File: src/rtl/secuenciador_glifos_pkg.sv
// Shared types and constants for the BCD glyph sequencer.
// State encoding, blank row value, invalid decoder base, default sizes.
package secuenciador_glifos_pkg;

  typedef enum logic [2:0] {
    S_IDLE,
    S_LATCH,
    S_ADDR,
    S_WAIT,
    S_WRITE,
    S_DONE
  } state_t;

  localparam logic [7:0]  BLANK_ROW      = 8'h00;
  localparam logic [10:0] INVALID_BASE   = 11'h000;
  localparam int          DEF_NUM_BYTES  = 3;
  localparam int          DEF_GLYPH_ROWS = 16;
  localparam int          DEF_ROM_LAT    = 1;

endpackage

File: src/rtl/secuenciador_glifos_if.sv
// Valid/ready write port toward the line/frame buffer.
// master: valid, addr, data out, ready in. slave: mirror.
interface secuenciador_glifos_if #(
  parameter int WA = 7
);
  logic          valid;
  logic          ready;
  logic [WA-1:0] addr;
  logic [7:0]    data;

  modport master (output valid, addr, data, input ready);
  modport slave  (input valid, addr, data, output ready);
endinterface

File: src/rtl/secuenciador_glifos_contador_digito_fila.sv
// Digit/row walk counters with last-row and last-digit flags.
// clr zeroes both; adv steps row, wrapping into the next digit.
module contador_digito_fila #(
  parameter int NDIG = 6,
  parameter int ROWS = 16,
  parameter int DW   = $clog2(NDIG),
  parameter int RW   = $clog2(ROWS)
) (
  input  logic          clk,
  input  logic          reset,
  input  logic          clr,
  input  logic          adv,
  output logic [DW-1:0] digit_o,
  output logic [RW-1:0] row_o,
  output logic          last_row_o,
  output logic          last_digit_o
);

  logic [DW-1:0] digit_q, digit_d;
  logic [RW-1:0] row_q, row_d;

  assign last_row_o   = (row_q == RW'(ROWS - 1));
  assign last_digit_o = (digit_q == DW'(NDIG - 1));
  assign digit_o      = digit_q;
  assign row_o        = row_q;

  always_comb begin
    digit_d = digit_q;
    row_d   = row_q;
    if (clr) begin
      digit_d = '0;
      row_d   = '0;
    end else if (adv) begin
      if (last_row_o) begin
        row_d   = '0;
        digit_d = last_digit_o ? '0 : digit_q + 1'b1;
      end else begin
        row_d = row_q + 1'b1;
      end
    end
  end

  always_ff @(posedge clk or posedge reset) begin
    if (reset) begin
      digit_q <= '0;
      row_q   <= '0;
    end else begin
      digit_q <= digit_d;
      row_q   <= row_d;
    end
  end

endmodule

File: src/rtl/secuenciador_glifos.sv
// Walks latched packed-BCD bytes nibble by nibble, fetches glyph rows
// from the font ROM and pushes them to the buffer over wr (valid/ready).
// Ports: clk, reset (async, high), start, bcd_bus, dato_o/selector_o to
// the address decoder, direccion_i from it, rom_addr_o/rom_data_i to the
// font ROM, wr (master write port), busy_o, done_o, err_o (sticky).
module secuenciador_glifos
  import secuenciador_glifos_pkg::*;
#(
  parameter int NUM_BYTES  = DEF_NUM_BYTES,
  parameter int GLYPH_ROWS = DEF_GLYPH_ROWS,
  parameter int ROM_LAT    = DEF_ROM_LAT,
  parameter int WA         = $clog2(2 * NUM_BYTES * GLYPH_ROWS)
) (
  input  logic                   clk,
  input  logic                   reset,
  input  logic                   start,
  input  logic [8*NUM_BYTES-1:0] bcd_bus,
  output logic [7:0]             dato_o,
  output logic                   selector_o,
  input  logic [10:0]            direccion_i,
  output logic [10:0]            rom_addr_o,
  input  logic [7:0]             rom_data_i,
  secuenciador_glifos_if.master  wr,
  output logic                   busy_o,
  output logic                   done_o,
  output logic                   err_o
);

  localparam int NDIG = 2 * NUM_BYTES;
  localparam int DW   = $clog2(NDIG);
  localparam int RW   = $clog2(GLYPH_ROWS);
  localparam int BB   = 8 * NUM_BYTES;
  localparam int LW   = (ROM_LAT > 1) ? $clog2(ROM_LAT) : 1;

  state_t        state_q, state_d;
  logic [BB-1:0] bcd_q, bcd_d;
  logic [7:0]    dato_q, dato_d;
  logic          sel_q, sel_d;
  logic [10:0]   rom_addr_q, rom_addr_d;
  logic          blank_q, blank_d;
  logic [LW-1:0] lat_q, lat_d;
  logic          wr_valid_q, wr_valid_d;
  logic [WA-1:0] wr_addr_q, wr_addr_d;
  logic [7:0]    wr_data_q, wr_data_d;
  logic          busy_q, busy_d;
  logic          done_q, done_d;
  logic          err_q, err_d;

  logic          cnt_clr, cnt_adv;
  logic [DW-1:0] digit;
  logic [RW-1:0] row;
  logic          last_row, last_digit;
  logic [BB-1:0] bcd_sh;
  logic [7:0]    byte_sel;

  contador_digito_fila #(
    .NDIG (NDIG),
    .ROWS (GLYPH_ROWS)
  ) u_cnt (
    .clk          (clk),
    .reset        (reset),
    .clr          (cnt_clr),
    .adv          (cnt_adv),
    .digit_o      (digit),
    .row_o        (row),
    .last_row_o   (last_row),
    .last_digit_o (last_digit)
  );

  // Two digits per byte; most significant byte is shown first.
  assign bcd_sh   = bcd_q << (8 * int'(digit >> 1));
  assign byte_sel = bcd_sh[BB-1 -: 8];

  always_comb begin
    state_d    = state_q;
    bcd_d      = bcd_q;
    dato_d     = dato_q;
    sel_d      = sel_q;
    rom_addr_d = rom_addr_q;
    blank_d    = blank_q;
    lat_d      = lat_q;
    wr_valid_d = wr_valid_q;
    wr_addr_d  = wr_addr_q;
    wr_data_d  = wr_data_q;
    busy_d     = busy_q;
    done_d     = done_q;
    err_d      = err_q;
    cnt_clr    = 1'b0;
    cnt_adv    = 1'b0;
    unique case (state_q)
      S_IDLE: begin
        if (start) begin
          bcd_d   = bcd_bus;
          err_d   = 1'b0;
          busy_d  = 1'b1;
          cnt_clr = 1'b1;
          state_d = S_LATCH;
        end
      end
      S_LATCH: begin
        dato_d  = byte_sel;
        sel_d   = ~digit[0];
        state_d = S_ADDR;
      end
      S_ADDR: begin
        // Decoder returns 0 for a nibble above 9: emit blank rows.
        if (direccion_i == INVALID_BASE) begin
          err_d   = 1'b1;
          blank_d = 1'b1;
        end else begin
          blank_d    = 1'b0;
          rom_addr_d = direccion_i + 11'(row);
        end
        lat_d   = '0;
        state_d = S_WAIT;
      end
      S_WAIT: begin
        if (lat_q == LW'(ROM_LAT - 1)) begin
          wr_data_d  = blank_q ? BLANK_ROW : rom_data_i;
          wr_addr_d  = WA'(digit) * WA'(GLYPH_ROWS) + WA'(row);
          wr_valid_d = 1'b1;
          state_d    = S_WRITE;
        end else begin
          lat_d = lat_q + 1'b1;
        end
      end
      S_WRITE: begin
        if (wr.ready) begin
          wr_valid_d = 1'b0;
          cnt_adv    = 1'b1;
          if (!last_row) begin
            state_d = S_ADDR;
          end else if (last_digit) begin
            done_d  = 1'b1;
            state_d = S_DONE;
          end else begin
            state_d = S_LATCH;
          end
        end
      end
      S_DONE: begin
        done_d  = 1'b0;
        busy_d  = 1'b0;
        state_d = S_IDLE;
      end
      default: state_d = S_IDLE;
    endcase
  end

  always_ff @(posedge clk or posedge reset) begin
    if (reset) begin
      state_q    <= S_IDLE;
      bcd_q      <= '0;
      dato_q     <= '0;
      sel_q      <= 1'b0;
      rom_addr_q <= '0;
      blank_q    <= 1'b0;
      lat_q      <= '0;
      wr_valid_q <= 1'b0;
      wr_addr_q  <= '0;
      wr_data_q  <= '0;
      busy_q     <= 1'b0;
      done_q     <= 1'b0;
      err_q      <= 1'b0;
    end else begin
      state_q    <= state_d;
      bcd_q      <= bcd_d;
      dato_q     <= dato_d;
      sel_q      <= sel_d;
      rom_addr_q <= rom_addr_d;
      blank_q    <= blank_d;
      lat_q      <= lat_d;
      wr_valid_q <= wr_valid_d;
      wr_addr_q  <= wr_addr_d;
      wr_data_q  <= wr_data_d;
      busy_q     <= busy_d;
      done_q     <= done_d;
      err_q      <= err_d;
    end
  end

  assign dato_o     = dato_q;
  assign selector_o = sel_q;
  assign rom_addr_o = rom_addr_q;
  assign wr.valid   = wr_valid_q;
  assign wr.addr    = wr_addr_q;
  assign wr.data    = wr_data_q;
  assign busy_o     = busy_q;
  assign done_o     = done_q;
  assign err_o      = err_q;

endmodule
File: src/flat_wrapper.sv
// flat-port wrapper written by rule: the top's interface ports become plain ports
module secuenciador_glifos_flat import secuenciador_glifos_pkg::*;
#(
  parameter int NUM_BYTES  = DEF_NUM_BYTES,
  parameter int GLYPH_ROWS = DEF_GLYPH_ROWS,
  parameter int ROM_LAT    = DEF_ROM_LAT,
  parameter int WA         = $clog2(2 * NUM_BYTES * GLYPH_ROWS)
)
  (clk, reset, start, bcd_bus, dato_o, selector_o, direccion_i, rom_addr_o, rom_data_i, busy_o, done_o, err_o, wr_valid, wr_addr, wr_data, wr_ready);
  secuenciador_glifos_if #(.WA(WA)) wr_i ();
  input  logic clk;
  input  logic reset;
  input  logic start;
  input  logic [8*NUM_BYTES-1:0] bcd_bus;
  output logic [7:0] dato_o;
  output logic selector_o;
  input  logic [10:0] direccion_i;
  output logic [10:0] rom_addr_o;
  input  logic [7:0] rom_data_i;
  output logic busy_o;
  output logic done_o;
  output logic err_o;
  output wire logic [$bits(wr_i.valid)-1:0] wr_valid;
  output wire logic [$bits(wr_i.addr)-1:0] wr_addr;
  output wire logic [$bits(wr_i.data)-1:0] wr_data;
  input wire logic [$bits(wr_i.ready)-1:0] wr_ready;
  assign wr_valid = wr_i.valid;
  assign wr_addr = wr_i.addr;
  assign wr_data = wr_i.data;
  assign wr_i.ready = wr_ready;
  secuenciador_glifos #(.NUM_BYTES(NUM_BYTES), .GLYPH_ROWS(GLYPH_ROWS), .ROM_LAT(ROM_LAT), .WA(WA)) u_core (.clk(clk), .reset(reset), .start(start), .bcd_bus(bcd_bus), .dato_o(dato_o), .selector_o(selector_o), .direccion_i(direccion_i), .rom_addr_o(rom_addr_o), .rom_data_i(rom_data_i), .wr(wr_i), .busy_o(busy_o), .done_o(done_o), .err_o(err_o));
endmodule
File: config.mk
export PLATFORM = sky130hd
export DESIGN_NAME = secuenciador_glifos_flat
export DESIGN_NICKNAME = d
export VERILOG_FILES = /design/src/rtl/secuenciador_glifos_pkg.sv /design/src/rtl/secuenciador_glifos_if.sv /design/src/rtl/secuenciador_glifos_contador_digito_fila.sv /design/src/rtl/secuenciador_glifos.sv /design/src/flat_wrapper.sv
export SDC_FILE = /design/constraint.sdc
export NUM_CORES = 1
export LEC_CHECK = 0
export ABC_AREA = 1
export BUFFER_PORTS_ARGS = -buffer_cell sky130_fd_sc_hd__buf_4
export CAP_MARGIN = 20
export CELL_PAD_IN_SITES_DETAIL_PLACEMENT = 1
export CELL_PAD_IN_SITES_GLOBAL_PLACEMENT = 2
export CORE_ASPECT_RATIO = 1.4
export CORE_UTILIZATION = 30
export CTS_CLUSTER_SIZE = 16
export DETAILED_ROUTE_END_ITERATION = 6
export PLACE_DENSITY_LB_ADDON = 0.15
export SYNTH_ARGS = -nofsm -noshare
export SYNTH_HDL_FRONTEND = slang
export SYNTH_SLANG_ARGS = --single-unit
File: constraint.sdc
create_clock -name clk -period 2.97 [get_ports clk]
set_clock_uncertainty 0.05 [all_clocks]
set_input_delay 0.594 -clock clk [delete_from_list [all_inputs] [get_ports clk]]
set_output_delay 0.594 -clock clk [all_outputs]
set_load 0.005 [all_outputs]
==> results.yml <==
critical_path:
  arrival_ps: 2000
  cp_max_fo: 43
  slowest_delay_ps: 540
  cp_top_family: "simple AND/OR/NAND/NOR gates"
  path_class: "reg -> reg"
  crit_chain: "inv_4 > nand4_4 > mux2_1"
  cp.required_ps: 3130
  cp-start-kind: "flip-flop"
  critPathCaptureType: "flip-flop"
  crit_slowest_cell: "nand4_4"
  crit_buf_inv: 1
power:
  pwr-share-clk_pct: 28.2
  power_frac_seq_pct: 37.6
  swShare_pct: 33.2
  p_switching_uw: 1470
  p_int_uw: 2970
  power_per_cell_area_nw_per_um2: 958
  power_frac_comb_pct: 34.2
  ir_drop_v: 0.000357
  p_total_uw: 4440
  power_leakage_uw: 0.00232
cts:
  worstSkewPairLatency_ps: 330
  cts_tree: "yes"
  htreeDepth: 3
  cts_setup_buffers: 0
  cts_made_buffers: 9
  cts_hold_buf: 0
  root_buffer: "clkbuf_16"
  cts_buffer_depth: 2
  cts-resized-gates: 0
  clock-sinks: 74
  clkTransAtPathRegs_ps: 60
timing:
  finalSetupViolCount: 0
  hold_violations: 0
  timing.slew.headroom_pct: 48.0
  min_period_ps: 1840
  slew_violations: 0
  setup_tns_ps: 0
  rsz0062_at_grt: "no"
  finalCritPeriodShare_pct: 61.9
  worst_pin_slew_ps: 779
  max_freq_ghz: 0.544
  holdWs_ps: 338
floorplanning:
  fp.dieArea_um2: 12200
  rows: 46
  die_y_um: 130
  die_x_um: 93.7
  start_util_pct: 31.0
  design.core.area_um2: 11400
  io_pins: 86
global_routing:
  grt_pass1_vias: 3075
  grt_max_degree: 44
  overflow: 0
  grt_pass1_wl_um: 15200
  grt_usage_pct: 16.3
  antenna_found_initial: 0
min_path:
  min_path_type: "in -> async"
layout:
  finalInstanceArea_um2: 4640
  layout-drive-gt1-share_pct: 28.4
  nNetsFinal: 524
  fin_util_pct: 40.7
  antennaDiodeCount: 0
  area_growth_pct: 31.2
logic_synthesis:
  synth_top_family_by_area: "simple AND/OR/NAND/NOR gates"
  synthTopCellsByArea: "dfrtp_1 (52%), nand2_1 (8.9%), nand3_1 (4.7%)"
  yosysUniqueCellTypes: 35
  muxShareOfSynthArea_pct: 5.10
  syn_avg_cell_area_um2: 9.20
  synth_xor_area_share_pct: 0.992
  netlist_area_um2: 3530
  ys_seq_elements: 74
  synthSimpleGateAreaFrac_pct: 20.4
  ys_seq_area_share_pct: 52.4
  synth_top_area_cell: "dfrtp_1"
  synth_fa_ha_area_share_pct: 2.34
  yosysTopAreaCellShare_pct: 52.4
  synth.yosys.warnings: 0
  synthCells: 384
  synth_compound_area_share_pct: 11.4
  syn-num-nets: 437
placed_design:
  gp_congestion: 0.813
  placed_area_um2: 4290
  dp_hpwl_um: 6660
  port_buffers: 85
drt:
  wl_um: 9070
  drc: 0
  antenna_left: 0
  vias: 2934
  vias_per_cell: 4.73
  drt_iter0_drc: 67
  wl_per_cell_um: 14.6
  firstDrtPassIters: 4
status:
  status: "finished clean"
flow_run:
  max_cap_viol_count: 0
[power by group through the flow]
| stage | Clock [uW] | Sequential (uW) | Combinational [uW] |
|---|---|---|---|
| after global placement | 0 | 1690 | 1530 |
| final | 1250 | 1670 | 1520 |
| after detailed placement | 0 | 1690 | 1560 |
| after global routing | 1330 | 1730 | 1730 |
| after floorplan | 0 | 1660 | 959 |
| after CTS | 1290 | 1680 | 1560 |
[final cells by class]
type	instances	area, um^2
fillers	1362	6760
multi-input cells	252	1420
clock buffers	9	225
repair buffers	86	658
inverters	48	184
flip-flops and latches	74	1850
clock inverters	7	116
well taps	144	180
[path summary, 6_finish.rpt]
check | start | endpoint | slack, ps | depth (start not counted)
worst max-delay path | u_core.state_q[2] | u_core.bcd_q[1] | 1130 | 3
worst min-delay path | reset | u_core.rom_addr_o[2] | 340 | 2
worst max register to register | u_core.state_q[2] | u_core.bcd_q[1] | 1130 | 3
worst min register to register | u_core.wr.valid | u_core.wr.valid | 430 | 2
max in group asynchronous | reset | u_core.wr.data[1] | 1900 | 3
min in group clk | bcd_bus[8] | u_core.bcd_q[8] | 420 | 2
[cells in the final DEF, fill, tap and decap left out, drive strengths merged, types with 2 or more instances in the layout]
master,n
dfrtp,74
nor2,26
ha,5
mux2,16
buf,86
inv,47
a21oi,28
nor3,2
nand4,6
nand3,35
xor2,2
xnor2,2
o21ai,28
clkinv,4
bufinv,3
nand2,88
a22oi,8
o31ai,2
clkbuf,9
[synth_stat cells (all sizes together)]
| library cell | instances |
|---|---|
| clkbuf | 1 |
| inv | 47 |
| o21ai | 28 |
| a22oi | 8 |
| a31oi | 1 |
| nand4 | 6 |
| nor3 | 2 |
| o31ai | 2 |
| buf | 9 |
| xor2 | 2 |
| clkinv | 1 |
| nand3b | 1 |
| mux2 | 16 |
| dfrtp | 74 |
| nand2 | 88 |
| ha | 5 |
| a21oi | 28 |
| nand3 | 35 |
| fa | 1 |
| nor2 | 26 |
| xnor2 | 2 |
| o211ai | 1 |
[cells by family (layout without fill, tap and decap cells)]
kind of cell | after synthesis | in the layout
AND/OR/NAND/NOR | 158 | 158
flip-flops | 74 | 74
AO/OA/AOI/OAI | 68 | 68
buffers and inverters | 58 | 150
multiplexers | 16 | 16
adder cells (fa/ha/maj) | 6 | 6
XOR/XNOR | 4 | 4
[flip-flops by register name (all words and copies together), names as in the netlist]
| signal | flops |
|---|---|
| u_core.blank_q | 1 |
| u_core.u_cnt.row_o | 4 |
| u_core.busy_o | 1 |
| u_core.wr.valid | 1 |
| u_core.wr.data | 8 |
| u_core.wr.addr | 7 |
| u_core.u_cnt.digit_o | 3 |
| u_core.done_o | 1 |
| u_core.err_o | 1 |
| u_core.bcd_q | 24 |
| u_core.selector_o | 1 |
| u_core.state_q | 3 |
| u_core.dato_o | 8 |
| u_core.rom_addr_o | 11 |
[routing by layer]
metal | up-vias | track usage [%] | wire length, um | part of all wire [%]
li1 | 1441 | - | - | -
met1 | 1419 | 18.7 | 3720 | 41
met2 | 60 | 28.6 | 4710 | 52
met3 | 14 | 3.53 | 386 | 4.3
met4 | 0 | 8.14 | 251 | 2.8
met5 | - | 0 | 0 | 0
[stage by stage]
stage	std cells	worst slack, ps
6_report	620	1130
3_5_place_dp	604	874
2_1_floorplan	384	444
4_1_cts	620	1070
3_3_place_gp	604	914
5_1_grt	620	975
Power figures use the tool's default switching activity.
